**src/rtl/pc_sequencer_if.sv**
```systemverilog
// Interface bundling the redirect inputs and the fetch-request outputs of
// pc_sequencer. The slave modport is the sequencer side; master is the
// environment (next-PC unit, hazard unit, instruction memory).
interface pc_sequencer_if;
  logic [31:0] i_nextpc;
  logic [1:0]  i_pcsrc;
  logic [31:0] i_exc_pc;
  logic        i_stall;
  logic        i_imem_ready;
  logic [31:0] o_pc;
  logic [31:0] o_pc_plus4;
  logic        o_imem_req;
  logic        o_valid;
  logic        o_flush;
  logic [31:0] o_epc;
  logic        o_misalign;

  modport slave (
    input  i_nextpc, i_pcsrc, i_exc_pc, i_stall, i_imem_ready,
    output o_pc, o_pc_plus4, o_imem_req, o_valid, o_flush, o_epc, o_misalign
  );

  modport master (
    output i_nextpc, i_pcsrc, i_exc_pc, i_stall, i_imem_ready,
    input  o_pc, o_pc_plus4, o_imem_req, o_valid, o_flush, o_epc, o_misalign
  );
endinterface

```
**src/rtl/pc_sequencer.sv**
```systemverilog
// pc_sequencer: architectural PC, EPC and instruction-fetch request.
// Consumes the {nextpc, pcsrc} redirect pair, buffers a redirect that
// arrives while instruction memory is not ready (HOLD), and squashes IF/ID
// with a one-cycle flush pulse after every accepted redirect.
// Optional build macro: PC_ALIGN_CHECK_EN -- misaligned targets (pcsrc 01/10)
// trap to EXC_VECTOR with o_epc holding the offending target and a
// one-cycle o_misalign pulse. Without it, targets are forced word-aligned.
module pc_sequencer #(
  parameter logic [31:0] RESET_VECTOR = 32'h0000_0000,
  parameter logic [31:0] EXC_VECTOR   = 32'h0000_0180
) (
  input logic          i_clk,
  input logic          i_rst,
  pc_sequencer_if.slave bus
);

  typedef enum logic [1:0] {BOOT, FETCH, HOLD} state_t;

  state_t      state_reg;
  logic [31:0] pc_reg;
  logic [31:0] pending_reg;
  logic [31:0] epc_reg;
  logic        flush_reg;
  logic        misalign_reg;
  logic        imem_req_reg;

  logic        redirect;
  logic [31:0] raw_target;
  logic [31:0] target;
  logic        misaligned;
  logic        epc_load;
  logic [31:0] epc_value;

  assign redirect = (bus.i_pcsrc != 2'b00);

  // Raw redirect target; eret reads the EPC value from before this edge.
  always_comb begin
    raw_target = 32'h0;
    case (bus.i_pcsrc)
      2'b01:   raw_target = bus.i_nextpc;
      2'b10:   raw_target = epc_reg;
      2'b11:   raw_target = EXC_VECTOR;
      default: raw_target = 32'h0;
    endcase
  end

`ifdef PC_ALIGN_CHECK_EN
  // A misaligned jump/eret target becomes an exception to EXC_VECTOR.
  assign misaligned = ((bus.i_pcsrc == 2'b01) || (bus.i_pcsrc == 2'b10)) &&
                      (raw_target[1:0] != 2'b00);
  assign target     = misaligned ? EXC_VECTOR : raw_target;
  assign epc_load   = (bus.i_pcsrc == 2'b11) || misaligned;
  assign epc_value  = misaligned ? raw_target : bus.i_exc_pc;
`else
  // Without the check the low two bits of any target are simply dropped.
  assign misaligned = 1'b0;
  assign target     = raw_target & ~32'h3;
  assign epc_load   = (bus.i_pcsrc == 2'b11);
  assign epc_value  = bus.i_exc_pc;
`endif

  // Sequencer FSM: PC, pending redirect, EPC and registered pulses.
  always_ff @(posedge i_clk) begin
    if (i_rst) begin
      state_reg    <= BOOT;
      pc_reg       <= RESET_VECTOR;
      pending_reg  <= 32'h0;
      epc_reg      <= 32'h0;
      flush_reg    <= 1'b0;
      misalign_reg <= 1'b0;
      imem_req_reg <= 1'b0;
    end else begin
      case (state_reg)
        BOOT: begin
          flush_reg    <= 1'b0;
          misalign_reg <= 1'b0;
          imem_req_reg <= 1'b1;
          state_reg    <= FETCH;
        end
        FETCH: begin
          flush_reg    <= redirect;
          misalign_reg <= misaligned;
          if (epc_load) epc_reg <= epc_value;
          if (redirect) begin
            if (bus.i_imem_ready) begin
              pc_reg <= target;
            end else begin
              pending_reg <= target;
              state_reg   <= HOLD;
            end
          end else if (bus.i_imem_ready && !bus.i_stall) begin
            pc_reg <= pc_reg + 32'd4;
          end
        end
        HOLD: begin
          // The stale fetch at pc_reg is discarded; latest redirect wins.
          flush_reg    <= redirect;
          misalign_reg <= misaligned;
          if (epc_load) epc_reg <= epc_value;
          if (redirect) pending_reg <= target;
          if (bus.i_imem_ready) begin
            pc_reg    <= redirect ? target : pending_reg;
            state_reg <= FETCH;
          end
        end
        default: begin
          state_reg    <= BOOT;
          imem_req_reg <= 1'b0;
        end
      endcase
    end
  end

  assign bus.o_pc       = pc_reg;
  assign bus.o_pc_plus4 = pc_reg + 32'd4;
  assign bus.o_imem_req = imem_req_reg;
  assign bus.o_valid    = (state_reg == FETCH) && bus.i_imem_ready &&
                          !bus.i_stall && !redirect;
  assign bus.o_flush    = flush_reg;
  assign bus.o_epc      = epc_reg;
  assign bus.o_misalign = misalign_reg;

endmodule
```
**src/flat_wrapper.sv**
```systemverilog
// flat-port wrapper written by rule: the top's interface ports become plain ports
module pc_sequencer_flat 
#(
  parameter logic [31:0] RESET_VECTOR = 32'h0000_0000,
  parameter logic [31:0] EXC_VECTOR   = 32'h0000_0180
)
  (i_clk, i_rst, bus_i_nextpc, bus_i_pcsrc, bus_i_exc_pc, bus_i_stall, bus_i_imem_ready, bus_o_pc, bus_o_pc_plus4, bus_o_imem_req, bus_o_valid, bus_o_flush, bus_o_epc, bus_o_misalign);
  pc_sequencer_if bus_i ();
  input logic i_clk;
  input logic i_rst;
  input wire logic [$bits(bus_i.i_nextpc)-1:0] bus_i_nextpc;
  input wire logic [$bits(bus_i.i_pcsrc)-1:0] bus_i_pcsrc;
  input wire logic [$bits(bus_i.i_exc_pc)-1:0] bus_i_exc_pc;
  input wire logic [$bits(bus_i.i_stall)-1:0] bus_i_stall;
  input wire logic [$bits(bus_i.i_imem_ready)-1:0] bus_i_imem_ready;
  output wire logic [$bits(bus_i.o_pc)-1:0] bus_o_pc;
  output wire logic [$bits(bus_i.o_pc_plus4)-1:0] bus_o_pc_plus4;
  output wire logic [$bits(bus_i.o_imem_req)-1:0] bus_o_imem_req;
  output wire logic [$bits(bus_i.o_valid)-1:0] bus_o_valid;
  output wire logic [$bits(bus_i.o_flush)-1:0] bus_o_flush;
  output wire logic [$bits(bus_i.o_epc)-1:0] bus_o_epc;
  output wire logic [$bits(bus_i.o_misalign)-1:0] bus_o_misalign;
  assign bus_i.i_nextpc = bus_i_nextpc;
  assign bus_i.i_pcsrc = bus_i_pcsrc;
  assign bus_i.i_exc_pc = bus_i_exc_pc;
  assign bus_i.i_stall = bus_i_stall;
  assign bus_i.i_imem_ready = bus_i_imem_ready;
  assign bus_o_pc = bus_i.o_pc;
  assign bus_o_pc_plus4 = bus_i.o_pc_plus4;
  assign bus_o_imem_req = bus_i.o_imem_req;
  assign bus_o_valid = bus_i.o_valid;
  assign bus_o_flush = bus_i.o_flush;
  assign bus_o_epc = bus_i.o_epc;
  assign bus_o_misalign = bus_i.o_misalign;
  pc_sequencer #(.RESET_VECTOR(RESET_VECTOR), .EXC_VECTOR(EXC_VECTOR)) u_core (.i_clk(i_clk), .i_rst(i_rst), .bus(bus_i));
endmodule
```
**config.mk**
```make
export PLATFORM = sky130hd
export DESIGN_NAME = pc_sequencer_flat
export DESIGN_NICKNAME = d
export VERILOG_FILES = /design/src/rtl/pc_sequencer_if.sv /design/src/rtl/pc_sequencer.sv /design/src/flat_wrapper.sv
export SDC_FILE = /design/constraint.sdc
export NUM_CORES = 1
export LEC_CHECK = 0
export BUFFER_PORTS_ARGS = -buffer_cell sky130_fd_sc_hd__buf_2
export CAP_MARGIN = 10
export CORE_UTILIZATION = 47
export DETAILED_ROUTE_END_ITERATION = 6
export GPL_TIMING_DRIVEN = 1
export PLACE_DENSITY = 0.77
export SETUP_SLACK_MARGIN = 0.05
export SYNTH_ARGS = -nofsm -noshare
export SYNTH_HDL_FRONTEND = slang
export SYNTH_SLANG_ARGS = --single-unit
export TNS_END_PERCENT = 30
```
**constraint.sdc**
```tcl
create_clock -name i_clk -period 1.8 [get_ports i_clk]
set_input_delay 0 -clock i_clk [delete_from_list [all_inputs] [get_ports i_clk]]
set_output_delay 0 -clock i_clk [all_outputs]
set_load 0.02 [all_outputs]
```
==> summary.md <==
| Metric | Value |
|---|---|
| Vias | 6487 |
| Hold Crit Class | in2reg |
| Root buffer cell | clkbuf_16 |
| CP endpoint kind | output pin |
| Leakage power | 3.56 nW |
| Top post-synthesis cells by area | dfxtp_1, a21oi_1, nand2_1 |
| Largest net degree at the start of global routing | 89 |
| Routed WL | 19.4 mm |
| Number of synthesized flops with an enable pin | 0 |
| Final #Nets | 1040 |
| Initial Utilization | 48.1% |
| Slew @ Worst Pin | 621 ps |
| Synth top area share | 36.6% |
| CP top delay family | simple AND/OR/NAND/NOR gates |
| Die Width | 110 um |
| Worst Skew | 6.74 ps |
| Routed vias/inst | 5.83 |
| Core ar. | 11400 sq um |
| Vias in the first global route | 5859 |
| Residual DRC count | 0 |
| Register area | 2040 sq um |
| Final worst path period need | 2090 ps |
| CP max-delay cell | dfxtp_1 |
| Num CTS Buffers | 9 |
| Final period util | 116% |
| Synthesized net count | 793 |
| Worst VDD drop | 635 uV |
| Layout area overhead | 49.8% |
| PwrDens | 798 nW/um^2 |
| Final core occ | 72.1% |
| Post-Syn Instances | 718 |
| GPL Wtd Cong | 0.911 |
| # H-tree levels | 3 |
| Fin. Hold Viols | 0 |
| Bufs on Longest Clock Path | 2 |
| Maxcap violations | 0 |
| CP arrival | 2090 ps |
| DR iter-0 viols | 587 |
| Yosys top cell by area | dfxtp_1 |
| Row count | 39 |
| Fmax | 0.479 GHz |
| Hold slack | 6.77 ps |
| Clock Pin Slew Worst Setup and Hold Paths | 70 ps |
| Setup TNS | -4730 ps |
| Share of cells above drive strength 1 | 37.3% |
| Status | finished, violations left |
| Die height | 110 um |
| Port Buffers | 166 |
| Die area | 12100 sq um |
| FF+latch count, synth | 100 |
| Initial antenna violation count | 0 |
| Post-place instance area | 6950 sq um |
| CTS tree | built |
| Pre-CTS setup slack | -47.2 ps |
| Sinks on Clock Net | 100 |
| Setup ws final | -286 ps |
| Setup Viol. Count Final | 30 |
| Global-route wire length before repair | 28.4 mm |
| CP Class | reg2out |
| YS warnings | 0 |
| GRT Resource Usage Total | 30.3% |
| Headroom to the max-slew limit | 58.5% |
| Startpoint types | register |
| Multi-input gate area | 3490 sq um |
| Post-synthesis sequential area ratio | 36.6% |
| Mean post-synth cell area | 7.62 sq um |
| Clock latency on the worst-skew pair | 350 ps |
| Cell breakdown of the critical path | and4_1 > and2_1 > nand2_1 > nor2_4 > xor2_1 > buf_4 |
| Post-route cell area | 8190 sq um |
| RSZ-0062 raised after global routing | true |
| Post-synth ARST share | 0% |
| Critical path peak fanout | 9 |
| Top_reg_cell synth | dfxtp_1 |
| Post-DP HPWL | 12.2 mm |
| Grt total ovfl | 0 |
| Critical path's largest stage delay | 590 ps |
| Iteration count of the initial detailed-routing pass | 6 |
| Pins Over Slew Limit | 0 |
| Io pins | 170 |
| Synth cell types | 58 |
| Diode count | 0 |
| FILL cells | 806 |
| Post-Syn Area | 5470 sq um |
| Number of nets with antenna violations after routing | 0 |
| Failing checks | setup timing |
| CP required | 1800 ps |
| Crit path buffers/inverters | 1 |
| Wire length per cell | 17.4 um |
==> cells by family (layout without fill, tap and decap cells) <==
group,count (synthesis),after routing,synth area share (%)
AOI/OAI and AO/OA,221,221,24.3
xor gates and xnor gates,27,27,4.32
adders and majority gates,5,5,1.14
buffers and inverters,75,327,5.70
DFF,100,100,36.6
muxes,7,7,1.28
other,1,1,0.0686
and+or+nand+nor,282,282,26.5
==> placed cells by master (no fill, tap or decap), drive strengths merged, types with 2 or more instances in the layout <==
cell and count:
a21oi 112, o221ai 3, dfxtp 100, a31oi 6
nand4 14, dlygate4sd3 34, xnor2 19, and3b 4
nor2b 2, and2 9, clkbuf 10, inv 15
nand3b 28, nand2 113, nor3 7, a21o 11
nand3 22, a211oi 27, nor4 4, o41a 2
o31ai 3, o21ai 33, ha 5, nor2 59
mux2i 7, and3 6, buf 266, o32ai 3
a21boi 2, a22oi 2, xor2 8, a32o 4
and4 4, or3 3, o31a 5
==> synthesized netlist by cell type (2+ instances only) <==
cell      number
and4_1         4
buf_2         12
a211oi_1      27
o31a_1         5
a32o_1         4
o221ai_1       3
ha_1           5
nor2_1        58
o41a_1         2
xor2_1         8
a22oi_1        2
nor3_1         6
and2_1         9
clkbuf_1      44
buf_4          4
nand3b_1      28
xnor2_1       19
or3_1          3
buf_1          4
nand3_1       21
nand4_1       12
nor4_4         2
a21boi_0       2
inv_1         11
a21oi_1      112
a21o_1        11
o32ai_1        3
mux2i_1        7
a31oi_1        6
and3b_1        4
o21ai_0       33
o31ai_1        3
nand2_1      113
nand4_4        2
dfxtp_1      100
and3_1         6
nor2b_1        2
==> layout make-up <==
type                    instances  area share (%)
multi-input cells             543            42.6
well taps                     143            2.18
inverters                      11           0.504
clock inverters                 6           0.611
clock buffers                  10            3.05
repair buffers                300            26.1
flip-flops and latches        100            24.9
==> where the power goes <==
group | switching (mW) | leakage (nW) | internal, mW
registers | 0.177 | 0.825 | 2.45
logic | 1.10 | 2.59 | 0.829
clock network | 0.935 | 0.147 | 1.05
==> per-layer routing <==
layer | global-route usage (%) | vias to the layer above | wire, um
met4 | 13.8 | 0 | 970
met2 | 51.1 | 335 | 9390
li1 | - | 3029 | -
met5 | 0 | - | 0
met3 | 6.82 | 87 | 1520
met1 | 36.7 | 3036 | 7500
==> repair_timing <==
action,CTS,global route
gates resized for setup,59,61
pin swaps,20,26
hold buffers,34,0
setup buffers,11,14
endpoints found under the hold margin,34,0
endpoints found under the setup margin,52,85
==> tightest hold or removal path, cell delays in order <==
cell,delay (ps)
buf_2,80
a21oi_1,90
a31oi_1,150
==> per-stage QoR <==
step	cells	power (mW)
4_1_cts	1100	6.43
5_1_grt	1113	6.80
2_1_floorplan	718	3.69
6_report	1113	6.53
3_5_place_dp	1039	4.35
3_3_place_gp	1039	4.33
==> final timing paths <==
path              cells after the start                 from  slack [ps]                   to
setup / recovery                      6  u_core.bus.o_pc[25]        -290   bus_o_pc_plus4[31]
hold reg to reg                       2  u_core.bus.o_epc[0]         470  u_core.bus.o_epc[0]
hold / removal                        3      bus_i_nextpc[6]           7   u_core.bus.o_pc[6]
setup reg to reg                      9   u_core.bus.o_pc[2]        -260  u_core.bus.o_pc[29]
Power figures use the tool's default switching activity.
